## config.mk

```make
export PLATFORM = sky130hd
export DESIGN_NAME = instr_fetch
export DESIGN_NICKNAME = d
export VERILOG_FILES = /design/src/rtl/instr_fetch.sv
export SDC_FILE = /design/constraint.sdc
export NUM_CORES = 1
export LEC_CHECK = 0
export BUFFER_PORTS_ARGS = -buffer_cell sky130_fd_sc_hd__buf_4
export CAP_MARGIN = 40
export CORE_AREA = 2 2 104 56
export DETAILED_ROUTE_END_ITERATION = 10
export DIE_AREA = 0 0 106 58
export GPL_TIMING_DRIVEN = 0
export PLACE_DENSITY = 0.86
export SETUP_SLACK_MARGIN = 0.1
export SYNTH_ARGS = -nofsm -noshare
export SYNTH_HDL_FRONTEND = slang
export SYNTH_SLANG_ARGS = --single-unit
```

## constraint.sdc

```tcl
create_clock -name clk -period 4.3 [get_ports clk]
set_input_delay 0.215 -clock clk [delete_from_list [all_inputs] [get_ports clk]]
set_output_delay 0.215 -clock clk [all_outputs]
set_load 0.005 [all_outputs]
```

## src/rtl/instr_fetch.sv

```systemverilog
// Instruction fetch unit: reads 1-3 byte 6502/2A03 instructions at {pc_h,pc_l}, pulses pc_inc once per
// accepted byte, and hands each assembled bundle to the decoder.
module instr_fetch #(
  parameter int ADDR_W   = 16,
  parameter int DATA_W   = 8,
  parameter int MAX_WAIT = 255
) (
  input  logic              clk,
  input  logic              rst_n,
  input  logic [7:0]        pc_l,
  input  logic [7:0]        pc_h,
  output logic              pc_inc,
  output logic [ADDR_W-1:0] mem_addr,
  output logic              mem_rd_en,
  input  logic [DATA_W-1:0] mem_rd_data,
  input  logic              mem_rd_valid,
  input  logic              flush,
  output logic              ir_valid,
  input  logic              ir_ready,
  output logic [DATA_W-1:0] ir_opcode,
  output logic [DATA_W-1:0] ir_op_lo,
  output logic [DATA_W-1:0] ir_op_hi,
  output logic [1:0]        ir_len,
  output logic [ADDR_W-1:0] ir_pc,
  output logic              fetch_err,
  output logic [1:0]        dbg_state
);

  // Handshake: the bundle transfers on a cycle where ir_valid && ir_ready. While ir_valid is high,
  // the bundle holds steady until that transfer or a flush. ir_ready is ignored while ir_valid is low.
  typedef enum logic [1:0] {S_REQ = 2'd0, S_WAIT = 2'd1, S_HOLD = 2'd2} state_t;
  typedef enum logic [1:0] {SLOT_OP = 2'd0, SLOT_LO = 2'd1, SLOT_HI = 2'd2} slot_t;

  localparam int CW = (MAX_WAIT < 1) ? 1 : $clog2(MAX_WAIT + 1);

  state_t            state;
  slot_t             slot;
  logic              drop;
  logic [CW-1:0]     wait_cnt;
  logic [ADDR_W-1:0] pc_now;
  logic [1:0]        rd_len;

  function automatic logic [1:0] instr_len(input logic [DATA_W-1:0] op);
    logic [3:0] hi_n;
    logic [3:0] lo_n;
    hi_n = op[7:4];
    lo_n = op[3:0];
    if (op == 8'h00 || op == 8'h40 || op == 8'h60) return 2'd1;
    if (op == 8'h20)                               return 2'd3;
    if (lo_n == 4'h8 || lo_n == 4'hA)              return 2'd1;
    if (lo_n >= 4'hC)                              return 2'd3;
    if ((lo_n == 4'h9 || lo_n == 4'hB) && hi_n[0]) return 2'd3;
    return 2'd2;
  endfunction

  assign pc_now    = ADDR_W'({pc_h, pc_l});
  assign rd_len    = instr_len(mem_rd_data);
  // A pending stale response (drop) blocks new requests; the flush cycle itself never issues one
  // because the PC is being reloaded then.
  assign mem_rd_en = rst_n && !flush && !drop && (state == S_REQ);
  assign mem_addr  = mem_rd_en ? pc_now : '0;
  assign pc_inc    = rst_n && !flush && (state == S_WAIT) && mem_rd_valid;
  assign ir_valid  = (state == S_HOLD);
  assign dbg_state = state;

  always_ff @(posedge clk) begin
    if (!rst_n) begin
      state     <= S_REQ;
      slot      <= SLOT_OP;
      drop      <= 1'b0;
      wait_cnt  <= '0;
      fetch_err <= 1'b0;
      ir_opcode <= '0;
      ir_op_lo  <= '0;
      ir_op_hi  <= '0;
      ir_len    <= '0;
      ir_pc     <= '0;
    end else if (flush) begin
      state     <= S_REQ;
      slot      <= SLOT_OP;
      wait_cnt  <= '0;
      drop      <= (drop || state == S_WAIT) && !mem_rd_valid;
      ir_opcode <= '0;
      ir_op_lo  <= '0;
      ir_op_hi  <= '0;
      ir_len    <= '0;
      ir_pc     <= '0;
    end else begin
      case (state)
        S_REQ: begin
          if (drop) begin
            if (mem_rd_valid) drop <= 1'b0;
          end else begin
            state    <= S_WAIT;
            wait_cnt <= '0;
            if (slot == SLOT_OP) ir_pc <= pc_now;
          end
        end
        S_WAIT: begin
          if (mem_rd_valid) begin
            wait_cnt <= '0;
            case (slot)
              SLOT_OP: begin
                ir_opcode <= mem_rd_data;
                ir_len    <= rd_len;
                if (rd_len == 2'd1) begin
                  state <= S_HOLD;
                end else begin
                  slot  <= SLOT_LO;
                  state <= S_REQ;
                end
              end
              SLOT_LO: begin
                ir_op_lo <= mem_rd_data;
                if (ir_len == 2'd2) begin
                  state <= S_HOLD;
                end else begin
                  slot  <= SLOT_HI;
                  state <= S_REQ;
                end
              end
              default: begin
                ir_op_hi <= mem_rd_data;
                state    <= S_HOLD;
              end
            endcase
          end else begin
            // Watchdog only raises the sticky error; the fetch keeps waiting for its response.
            if (wait_cnt != CW'(MAX_WAIT)) wait_cnt <= wait_cnt + 1'b1;
            if (MAX_WAIT != 0 && wait_cnt == CW'(MAX_WAIT - 1)) fetch_err <= 1'b1;
          end
        end
        S_HOLD: begin
          if (ir_ready) begin
            state     <= S_REQ;
            slot      <= SLOT_OP;
            ir_opcode <= '0;
            ir_op_lo  <= '0;
            ir_op_hi  <= '0;
            ir_len    <= '0;
            ir_pc     <= '0;
          end
        end
        default: state <= S_REQ;
      endcase
    end
  end

endmodule

```

==> results.py <==
metrics = {
    "grt": {
        "global_routing_met1_resource_utilization_pct": 30.5,
        "met2_demand_to_capacity_share_in_global_routing_pct": 33.5,
        "global_route_wire_length_before_repair_um": 10600,
        "antenna_found_initial": 0,
        "grt_overflow": 0,
        "overall_routing_resource_usage_pct": 21.7,
        "grt_max_degree": 17,
        "first_global_vias": 2169,
        "grt_use_met3_pct": 7.65,
        "globalRoute.busiestLayer": "met2",
    },
    "floorplanning": {
        "fp.dieArea_um2": 6150,
        "fp.dieH_um": 58,
        "row_count": 19,
        "placeableCoreArea_um2": 5250,
        "floorplan.die.width_um": 106,
        "initial_utilization_pct": 50.5,
        "io_pins": 93,
    },
    "power_and_ir_drop": {
        "leakage_power_total_nw": 1.56,
        "power_frac_clock_pct": 29.4,
        "cell_internal_pwr_w": 0.000749,
        "seqPwrFrac_pct": 53.9,
        "report.power.total_w": 0.000999,
        "pwr_density_cell_nw_per_um2": 283,
        "netSwitchingPower_w": 0.000250,
        "ir_drop_worst_case_vdd_mv": 0.171,
        "switching_share_pct": 25.0,
        "power.combinational.fraction_pct": 16.7,
    },
    "cts": {
        "cts_post_setup_buffers_inserted": 0,
        "cts_made_buffers": 5,
        "holdBufCountCts": 0,
        "clock_insertion_delay_worst_skew_ns": 0.30,
        "cts.sink_count": 56,
        "cts_repair_resize_count": 0,
        "tritoncts": "yes",
        "clkSlewWorstSetupHoldPaths_ns": 0.10,
        "h-tree-depth": 2,
        "ctsRootBufferMaster": "clkbuf_8",
        "cts_max_path_buffers": 2,
    },
    "placed_design": {
        "post-dp-hpwl_um": 5180,
        "worst_slack_after_detailed_placement_ns": 2.13,
        "routabilityCongestion": 0.895,
        "portBuffers": 92,
    },
    "logic_synthesis": {
        "synth_fp_nets": 322,
        "synth_area_per_cell_um2": 9.11,
        "sequential_element_share_of_the_synthesized_area_pct": 42.3,
        "ys_dominant_reg_cell": "dfxtp_1",
        "post_synth_inst_count": 291,
        "synth.distinct_cells": 46,
        "syn-cell-area_um2": 2650,
        "ys_async_sr_fraction_pct": 0,
        "synth.ff_latch_count": 56,
        "synth_edf_count": 0,
        "yosys_warnings": 0,
    },
    "sta": {
        "setup_viol": 0,
        "final_period_minus_worst_setup_slack_ns": 2.50,
        "max_freq_mhz": 400,
        "relSlewSlack_pct": 51.8,
        "finalHoldViolCount": 0,
        "final_max_slew_viol_count": 0,
        "unrepaired_setup_endpoints_after_global_routing": "no",
        "timing.setup.tns_ns": 0,
        "timing_worst_slew_pin_value_ns": 0.713,
        "layout_setup_ws_ns": 1.80,
        "timing.clock.skew_ns": 0.00643,
        "period_share_pct": 58.1,
    },
    "cells_and_area": {
        "sequential_cell_area_um2": 1120,
        "drive_above_1_share_pct": 28.6,
        "final_net_count": 422,
        "antenna_cells": 0,
        "multi_input_comb_area_um2": 1430,
        "layout.cells.most_common_list": "buf_4 (92), dfxtp_1 (56), nor2_1 (51), mux2i_1 (41), and2_1 (40)",
        "mostFrequentLayoutCell": "buf_4",
        "filler_cell_count": 426,
        "layout-area-overhead-vs-synth_pct": 33.2,
    },
    "setup_path": {
        "path_class": "register to output pin",
        "setup_crit_end_kind": "output pin",
        "timing.critical_path.required_ns": 4.09,
        "crit_path_start": "dbg_state[0]$_SDFFE_PP0P_",
        "worstRegToRegCells": 7,
        "worst_ep_arrival_ns": 2.28,
        "crit_fanout": 10,
        "cp-start-kind": "register",
        "reg2reg_from": "dbg_state[1]$_SDFFE_PP0P_",
    },
    "route": {
        "final_routed_wirelength_across_all_metal_layers_um": 6830,
        "viasPerCell": 5.26,
        "drt_iter0_markers": 137,
        "wl_per_cell_um": 14.7,
        "firstDrtPassIters": 4,
        "detail-route-antenna-nets": 0,
        "drt_drc_violations_left": 0,
        "detailroute.via_count": 2444,
    },
    "outcome": {
        "run_status": "completed",
    },
    "hold_path": {
        "hold_depth": 2,
        "timing.hold.worst.class": "input port to register",
        "min_from": "ir_ready",
    },
    "run": {
        "cap_violations": 0,
    },
}
-- cell type report --
| type | count | area share, % |
|---|---|---|
| multi-input cells | 216 | 40.6 |
| flip-flops and latches | 56 | 31.8 |
| repair buffers | 93 | 19.7 |
| well taps | 73 | 2.59 |
| clock buffers | 6 | 2.34 |
| plain buffers | 14 | 2.23 |
| inverters | 5 | 0.532 |
| clock inverters | 2 | 0.283 |
-- cell families after synthesis --
| logic type | count (synthesis) | share of synthesized area (%) |
|---|---|---|
| compound gates | 34 | 9.82 |
| fa+ha+maj | 2 | 0.944 |
| buf+inv | 19 | 3.68 |
| flops | 56 | 42.3 |
| mux | 42 | 15.9 |
| simple gates | 138 | 27.4 |
-- path summary, 6_finish.rpt --
check / endpoint / slack (ns)
worst max-delay path: mem_addr[5] / 1.80
worst min-delay path: dbg_state[1]$_SDFFE_PP0P_ / 0.11
worst max register to register: ir_opcode[1]$_SDFFE_PP0P_ / 2.30
worst min register to register: fetch_err$_SDFFE_PN0P_ / 0.48
-- synthesized netlist by cell type (3+ instances only) --
library cell | number | area, um2
and2_1 | 40 | 250
nor2b_1 | 5 | 31.3
and3_1 | 3 | 18.8
nor2_1 | 51 | 191
or4_1 | 3 | 22.5
nand4_1 | 3 | 18.8
nand3_1 | 7 | 35.0
dfxtp_1 | 56 | 1120
o211ai_1 | 3 | 22.5
a21oi_1 | 6 | 30.0
nand2b_1 | 4 | 25.0
nor3_1 | 3 | 15.0
clkbuf_1 | 9 | 33.8
inv_1 | 5 | 18.8
nand2_1 | 8 | 30.0
mux2i_1 | 41 | 410
o31ai_1 | 5 | 37.5
-- metal layers --
| metal | vias up | part of all wire (%) |
|---|---|---|
| met5 | - | 0 |
| met4 | 0 | 0.15 |
| met3 | 2 | 11 |
| met2 | 108 | 41 |
| met1 | 1130 | 48 |
| li1 | 1204 | - |
-- flip-flops by register name (all words and copies together) (netlist names) --
register and cells:
ir_len 2, ir_opcode 8, wait_cnt 8, dbg_state 2
slot 2, ir_op_hi 8, drop 1, ir_op_lo 8
ir_pc 16, fetch_err 1
-- power by group through the flow --
| stage | clock, W | combinational (W) | sequential (W) |
|---|---|---|---|
| final | 0.000294 | 0.000167 | 0.000538 |
| after global routing | 0.000318 | 0.000179 | 0.000540 |
| after CTS | 0.000301 | 0.000167 | 0.000538 |
| after detailed placement | 0 | 0.000166 | 0.000550 |
| after global placement | 0 | 0.000162 | 0.000550 |
| after floorplan | 0 | 0.0000942 | 0.000550 |
-- metrics by stage --
step	std cells	instance area [um2]	hold slack [ns]	util, %
after detailed placement	457	3440	0.441	65.4
after global routing	465	3530	0.112	67.2
final	465	3530	0.114	67.2
after floorplan	291	2650	0.322	-
after global placement	456	3430	0.433	65.3
after CTS	465	3530	0.112	67.2
-- critical path, stage by stage (launching register included) --
cell	delay [ns]
dfxtp_1	0.34
buf_2	0.19
or2_2	0.31
nor3_1	0.27
buf_2	0.25
clkbuf_1	0.34
and2_1	0.19
buf_4	0.10
Power figures use the tool's default switching activity.
